$ cat src/rtl/uart_rx.sv
// uart_rx -- 8N1 UART receiver, LSB first, idle-high line.
//
// The asynchronous pin is brought into the clock domain by a two-flop
// synchroniser (rx_s). Every FSM decision uses rx_s, so decisions lag the
// pin by two cycles. The start bit is re-checked at its centre, and each
// data bit and the stop bit are sampled at their centres.
//
// Optional feature: define UART_RX_PARITY_EN to add one even-parity bit
// between the data and stop bits, sampled by a PARITY state and reported
// on o_parity_err.
//
// Ports:
//   i_clk        system clock, all logic on the rising edge
//   i_rst_n      synchronous active-low reset
//   i_rx         asynchronous serial input, idle high
//   o_data       last received byte, updated only together with o_valid
//   o_valid      one-cycle strobe: o_data holds a new byte with a good stop bit
//   o_frame_err  one-cycle strobe: stop bit sampled low, byte discarded
//   o_busy       high whenever the FSM is outside IDLE
//   o_parity_err (UART_RX_PARITY_EN only) pulses with o_valid on bad parity
//
// Output handshake: there is no ready input. o_valid and o_frame_err are
// single-cycle strobes that are never high together; a consumer must take
// o_data in the cycle o_valid is high (o_data then stays stable until the
// next o_valid).

module uart_rx #(
    parameter int unsigned INPUT_CLOCK_FREQ = 100_000_000,
    parameter int unsigned BAUD_RATE        = 9600,
    parameter int unsigned CYCLES_PER_BAUD  = INPUT_CLOCK_FREQ / BAUD_RATE,
    parameter int unsigned HALF_BAUD        = CYCLES_PER_BAUD / 2
) (
    input  logic       i_clk,
    input  logic       i_rst_n,
    input  logic       i_rx,
    output logic [7:0] o_data,
    output logic       o_valid,
    output logic       o_frame_err,
    output logic       o_busy
`ifdef UART_RX_PARITY_EN
    ,
    output logic       o_parity_err
`endif
);

    localparam logic [31:0] HALF_LAST = 32'(HALF_BAUD - 1);
    localparam logic [31:0] BAUD_LAST = 32'(CYCLES_PER_BAUD - 1);

    typedef enum logic [2:0] {
        S_IDLE   = 3'd0,
        S_START  = 3'd1,
        S_DATA   = 3'd2,
        S_PARITY = 3'd3,
        S_STOP   = 3'd4,
        S_BREAK  = 3'd5
    } state_t;

    // state_q is the FSM state register; it is the signal to probe when
    // following the receiver's progress through a frame.
    state_t      state_q;
    state_t      state_d;

    logic        rx_meta;
    logic        rx_s;
    logic [31:0] cnt_q;
    logic [2:0]  bit_idx_q;
    logic [7:0]  shift_q;
    logic [7:0]  data_q;
    logic        valid_q;
    logic        frame_err_q;

    // Decode strobes produced by the next-state logic.
    logic        enter_data;
    logic        take_bit;
    logic        good_stop;
    logic        bad_stop;

`ifdef UART_RX_PARITY_EN
    logic        take_parity;
    logic        par_q;
    logic        parity_err_q;
`endif

    // Two-flop synchroniser; both flops reset to the idle (high) level so
    // reset never looks like a start edge.
    always_ff @(posedge i_clk) begin
        if (!i_rst_n) begin
            rx_meta <= 1'b1;
            rx_s    <= 1'b1;
        end else begin
            rx_meta <= i_rx;
            rx_s    <= rx_meta;
        end
    end

    always_ff @(posedge i_clk) begin
        if (!i_rst_n) begin
            state_q <= S_IDLE;
        end else begin
            state_q <= state_d;
        end
    end

    // Next-state logic. Counter compares use >= so that a corrupted counter
    // value still terminates the current bit instead of hanging the FSM.
    always_comb begin
        state_d    = state_q;
        enter_data = 1'b0;
        take_bit   = 1'b0;
        good_stop  = 1'b0;
        bad_stop   = 1'b0;
`ifdef UART_RX_PARITY_EN
        take_parity = 1'b0;
`endif
        case (state_q)
            S_IDLE: begin
                if (!rx_s) begin
                    state_d = S_START;
                end
            end
            S_START: begin
                if (cnt_q >= HALF_LAST) begin
                    if (!rx_s) begin
                        state_d    = S_DATA;
                        enter_data = 1'b1;
                    end else begin
                        // Line went back high before mid-bit: a glitch.
                        state_d = S_IDLE;
                    end
                end
            end
            S_DATA: begin
                if (cnt_q >= BAUD_LAST) begin
                    take_bit = 1'b1;
                    if (bit_idx_q == 3'd7) begin
`ifdef UART_RX_PARITY_EN
                        state_d = S_PARITY;
`else
                        state_d = S_STOP;
`endif
                    end
                end
            end
            S_PARITY: begin
`ifdef UART_RX_PARITY_EN
                if (cnt_q >= BAUD_LAST) begin
                    take_parity = 1'b1;
                    state_d     = S_STOP;
                end
`else
                state_d = S_IDLE;
`endif
            end
            S_STOP: begin
                if (cnt_q >= BAUD_LAST) begin
                    if (rx_s) begin
                        good_stop = 1'b1;
                        // IDLE is re-entered at the stop-bit centre so a
                        // back-to-back start bit half a bit later is caught.
                        state_d   = S_IDLE;
                    end else begin
                        bad_stop = 1'b1;
                        state_d  = S_BREAK;
                    end
                end
            end
            S_BREAK: begin
                // Wait out a held-low line so a break yields one error only.
                if (rx_s) begin
                    state_d = S_IDLE;
                end
            end
            default: begin
                state_d = S_IDLE;
            end
        endcase
    end

    // Cycle counter: cleared on every state change and after each data bit,
    // otherwise counts every cycle outside IDLE.
    always_ff @(posedge i_clk) begin
        if (!i_rst_n) begin
            cnt_q <= 32'd0;
        end else if ((state_d != state_q) || take_bit) begin
            cnt_q <= 32'd0;
        end else if (state_q != S_IDLE) begin
            cnt_q <= cnt_q + 32'd1;
        end
    end

    // Data path: shift right with the new bit entering at bit 7, so the
    // first (LSB) bit on the wire ends up in bit 0.
    always_ff @(posedge i_clk) begin
        if (!i_rst_n) begin
            bit_idx_q <= 3'd0;
            shift_q   <= 8'h00;
        end else begin
            if (enter_data) begin
                bit_idx_q <= 3'd0;
            end else if (take_bit) begin
                bit_idx_q <= bit_idx_q + 3'd1;
            end
            if (take_bit) begin
                shift_q <= {rx_s, shift_q[7:1]};
            end
        end
    end

`ifdef UART_RX_PARITY_EN
    always_ff @(posedge i_clk) begin
        if (!i_rst_n) begin
            par_q <= 1'b0;
        end else if (take_parity) begin
            par_q <= rx_s;
        end
    end
`endif

    // Registered result strobes; they appear the cycle after the stop-bit
    // sample, which is also the first cycle back in IDLE (or in BREAK).
    always_ff @(posedge i_clk) begin
        if (!i_rst_n) begin
            data_q      <= 8'h00;
            valid_q     <= 1'b0;
            frame_err_q <= 1'b0;
        end else begin
            valid_q     <= good_stop;
            frame_err_q <= bad_stop;
            if (good_stop) begin
                data_q <= shift_q;
            end
        end
    end

`ifdef UART_RX_PARITY_EN
    // Even parity: XOR over data plus parity bit must be zero.
    always_ff @(posedge i_clk) begin
        if (!i_rst_n) begin
            parity_err_q <= 1'b0;
        end else begin
            parity_err_q <= good_stop & ((^shift_q) ^ par_q);
        end
    end

    assign o_parity_err = parity_err_q;
`endif

    assign o_data      = data_q;
    assign o_valid     = valid_q;
    assign o_frame_err = frame_err_q;
    assign o_busy      = (state_q != S_IDLE);

endmodule

$ cat config.mk
export PLATFORM = sky130hd
export DESIGN_NAME = uart_rx
export DESIGN_NICKNAME = d
export VERILOG_FILES = /design/src/rtl/uart_rx.sv
export SDC_FILE = /design/constraint.sdc
export NUM_CORES = 1
export LEC_CHECK = 0
export CORE_MARGIN = 8
export CORE_UTILIZATION = 40
export CTS_CLUSTER_SIZE = 20
export DETAILED_ROUTE_END_ITERATION = 10
export PLACE_DENSITY = 0.61
export SLEW_MARGIN = 20
export SYNTH_ARGS = -nofsm -noshare
export SYNTH_HDL_FRONTEND = slang
export SYNTH_SLANG_ARGS = --single-unit
$ cat constraint.sdc
create_clock -name i_clk -period 3.9 [get_ports i_clk]
set_clock_uncertainty 0.2 [all_clocks]
set_input_delay 0.585 -clock i_clk [delete_from_list [all_inputs] [get_ports i_clk]]
set_output_delay 0.585 -clock i_clk [all_outputs]
set_load 0.1 [all_outputs]
==> key figures <==
Run status
  – Status: completed

Setup path
  – R2R Setup Slk: 1200 ps
  – Critical path data arrival time: 2690 ps
  – Crit path kind: flip-flop to flip-flop
  – Crit. End Element: flip-flop
  – Worst-path maximum fanout: 32
  – R2R cell count: 6
  – Worst reg2reg endpoint: cnt_q[7]$_SDFFE_PP0N_
  – Critical path data required time: 3890 ps
  – R2R Path Start: cnt_q[0]$_SDFFE_PP0N_
  – Worst setup SP type: flip-flop

Worst hold path
  – Hold Path Depth: 1
  – Hold Path Origin: rx_meta$_SDFF_PN1_
  – HP Class: flip-flop to flip-flop
  – Hold Path End: rx_s$_SDFF_PN1_

Detailed routing
  – Violation count after the first detailed-route iteration: 139
  – DR DRC count: 0
  – DR pass1 iterations: 4
  – Via count: 2270
  – Avg Vias per Cell: 5.255
  – Wirelength per Cell: 14.09 um
  – Post-DRT Antenna Nets: 0
  – Routed wire length: 6.088 mm

Global route
  – Initial antenna violation count: 0
  – Total track usage: 0.1329
  – First-pass GRT wire length: 10.90 mm
  – Largest net degree at the start of global routing: 33
  – Number of global-route vias before repair: 2276
  – Total grt overflow: 0

Logic synthesis
  – Synthesized instance count: 323
  – Library cells used by synthesis: 42
  – Synth area leaders: dfxtp_1 (39%), nor3_2 (10%), xnor2_1 (6.5%)
  – Synth top area share: 0.3934
  – Synth warnings: 0
  – Flop and latch count out of synthesis: 58
  – Post-Synth Simple-Gate Area: 0.3209
  – Async SR Flop Fraction: 0
  – Synth Flop Type: dfxtp_1
  – Synth Area in Compound Gates: 0.09750
  – Avg Cell Area, Syn: 9.138 sq um
  – Post-Synth Adder-Cell Area: 0.01272
  – Post-synth EDFFs: 0
  – Syn Nets: 329
  – Yosys top cell by area: dfxtp_1
  – XOR/XNOR share of the synthesized area: 0.09199
  – Post-synthesis sequential area ratio: 0.3934
  – Post-Syn Area: 0.002952 sq mm
  – Multiplexer share of the synthesized area: 0.03391
  – Largest family of logic cells by synthesized area: simple AND/OR/NAND/NOR gates

Job
  – Max_cap viols: 0

Power
  – Leakage: 1.048 nW
  – Worst IR Drop VDD: 213.1 uV
  – P_sw: 0.2613 mW
  – Switching Fraction: 0.2324
  – Sequential power share: 0.532
  – Comb power frac: 0.032
  – Pwr Density: 342.1 mW/mm^2
  – Clock power frac: 0.436
  – Internal power: 0.8630 mW

Finish
  – Commonest non-fill, non-tap cell in the layout: dfxtp_1
  – Nets: 335
  – Layout overhead on the synthesized area: 11.36%
  – FILL cells: 721
  – Finished Layout Cells: 432
  – Layout cell share with drive strength beyond 1: 0.1712
  – Ant. Diodes: 0
  – Highest-count cells in the layout ignoring fill and taps: dfxtp_1 (58), nand2_1 (36), nor3_2 (30), nand3_1 (22), xnor2_1 (22)

Die
  – I/O Pins: 14
  – Starting Density: 0.4091
  – Die height: 101.9 um
  – Floorplan core area: 0.007214 sq mm
  – DIE WIDTH: 101.9 um
  – Row cnt: 31
  – Area of the die: 0.01038 sq mm

Place
  – Port buffer count: 13
  – Placed cells: 417
  – Post-placement setup slack: 1189 ps
  – Placer Congestion: 0.8148
  – Post-DP HPWL: 4.184 mm

Timing
  – Worst slew margin: 0.3331
  – Max-slew violations: 0
  – Setup ws final: 1198 ps
  – Tcrit/Tclk final: 0.6928
  – Fmax: 370.1 MHz
  – Hold Fails Final Rpt: 0
  – Setup TNS: 0 ps
  – Hold slack final: 211.0 ps
  – Min cycle time layout: 2702 ps
  – Unrepaired setup endpoints after global routing: false
  – Worst-margin pin slew: 998.6 ps
  – Final Setup Violations: 0

Clock network
  – Clock transition at path regs: 60 ps
  – Hold Buf Count CTS: 0
  – Clk Latency, worst-skew pair: 330 ps
  – Cts repair resizes: 0
  – CTS tree: built
  – CTS Buf Count: 9
  – CTS root buf: clkbuf_8
  – Clock sink total: 58
  – Max clock buf depth: 2
  – Setup Fix Bufs, Post-CTS: 0
  – H-tree levels: 3
[through the flow]
step / instance area, sq um / power [mW] / utilization
6_report: 3287 / 1.124 / 0.4556
5_1_grt: 3287 / 1.176 / 0.4556
4_1_cts: 3287 / 1.141 / 0.4556
3_5_place_dp: 3117 / 0.6482 / 0.4320
3_3_place_gp: 3117 / 0.6477 / 0.4320
2_1_floorplan: 2952 / 0.6396 / -
[state kept, by name, indices dropped and copies added, names as in the netlist]
register	count
state_q	3
o_data	8
rx_s	1
o_valid	1
shift_q	8
cnt_q	32
rx_meta	1
bit_idx_q	3
o_frame_err	1
[cells in the mapped netlist (2+ instances only)]
cell	count
o21a_1	2
nand3_1	22
o21ai_0	11
nor3_1	15
buf_6	3
nor4_2	2
and4_1	5
and3_1	3
nor4_1	13
a21oi_1	13
buf_2	9
nand4_1	9
clkbuf_1	6
nor3_2	30
nand2b_1	2
ha_1	3
xnor2_1	22
mux2i_1	10
xor2_1	9
nand2_1	36
and2_1	4
inv_1	9
or3_1	2
nor2_1	8
dfxtp_1	58
[critical path: stages, from the launching register on]
cell      delay, ps
dfxtp_1         370
ha_1            220
a311oi_1        130
o41ai_2         430
a211o_1         480
o22a_4          570
nor3_1          120
[power by group through the flow]
stage | clock [mW] | sequential [mW] | combinational (mW)
6_report | 0.490 | 0.598 | 0.0365
5_1_grt | 0.539 | 0.598 | 0.0396
4_1_cts | 0.506 | 0.598 | 0.0370
3_5_place_dp | 0 | 0.611 | 0.0371
3_3_place_gp | 0 | 0.611 | 0.0368
2_1_floorplan | 0 | 0.609 | 0.0302
[layer usage]
layer,track usage,part of all wire,wire length (um)
met1,0.1748,0.51,3080
met2,0.1927,0.43,2633
met3,0.02861,0.039,236
met4,0.08352,0.023,138
met5,0,0,0
[area by class of cell]
type,count,area [sq um],share of cell area
multi-input cells,236,1655,0.5036
flip-flops and latches,58,1161,0.3533
clock buffers,12,155.1,0.04720
repair buffers,15,142.6,0.04340
well taps,99,123.9,0.03769
inverters,9,33.78,0.01028
clock inverters,3,15.01,0.004568
[how the worst max path moves through the flow]
stage                     cells past startpoint             startpoint                 endpoint
final                                         6  cnt_q[0]$_SDFFE_PP0N_    cnt_q[7]$_SDFFE_PP0N_
after global routing                          6  cnt_q[0]$_SDFFE_PP0N_  shift_q[5]$_SDFFE_PN0P_
after CTS                                     6  cnt_q[0]$_SDFFE_PP0N_    cnt_q[7]$_SDFFE_PP0N_
after detailed placement                      6  cnt_q[0]$_SDFFE_PP0N_   o_data[1]$_SDFFE_PN0P_
after global placement                        6  cnt_q[0]$_SDFFE_PP0N_    cnt_q[7]$_SDFFE_PP0N_
after floorplan                               7  state_q[1]$_SDFF_PN0_   cnt_q[28]$_SDFFE_PP0N_
[logic make-up (layout without fill, tap and decap cells)]
kind of cell	after synthesis	count (layout)
flops	58	58
simple gates	153	153
xor+xnor	31	31
compound gates	39	39
mux	10	10
buf+inv	29	39
fa+ha+maj	3	3
No activity file was read; power rests on OpenSTA's default activity.
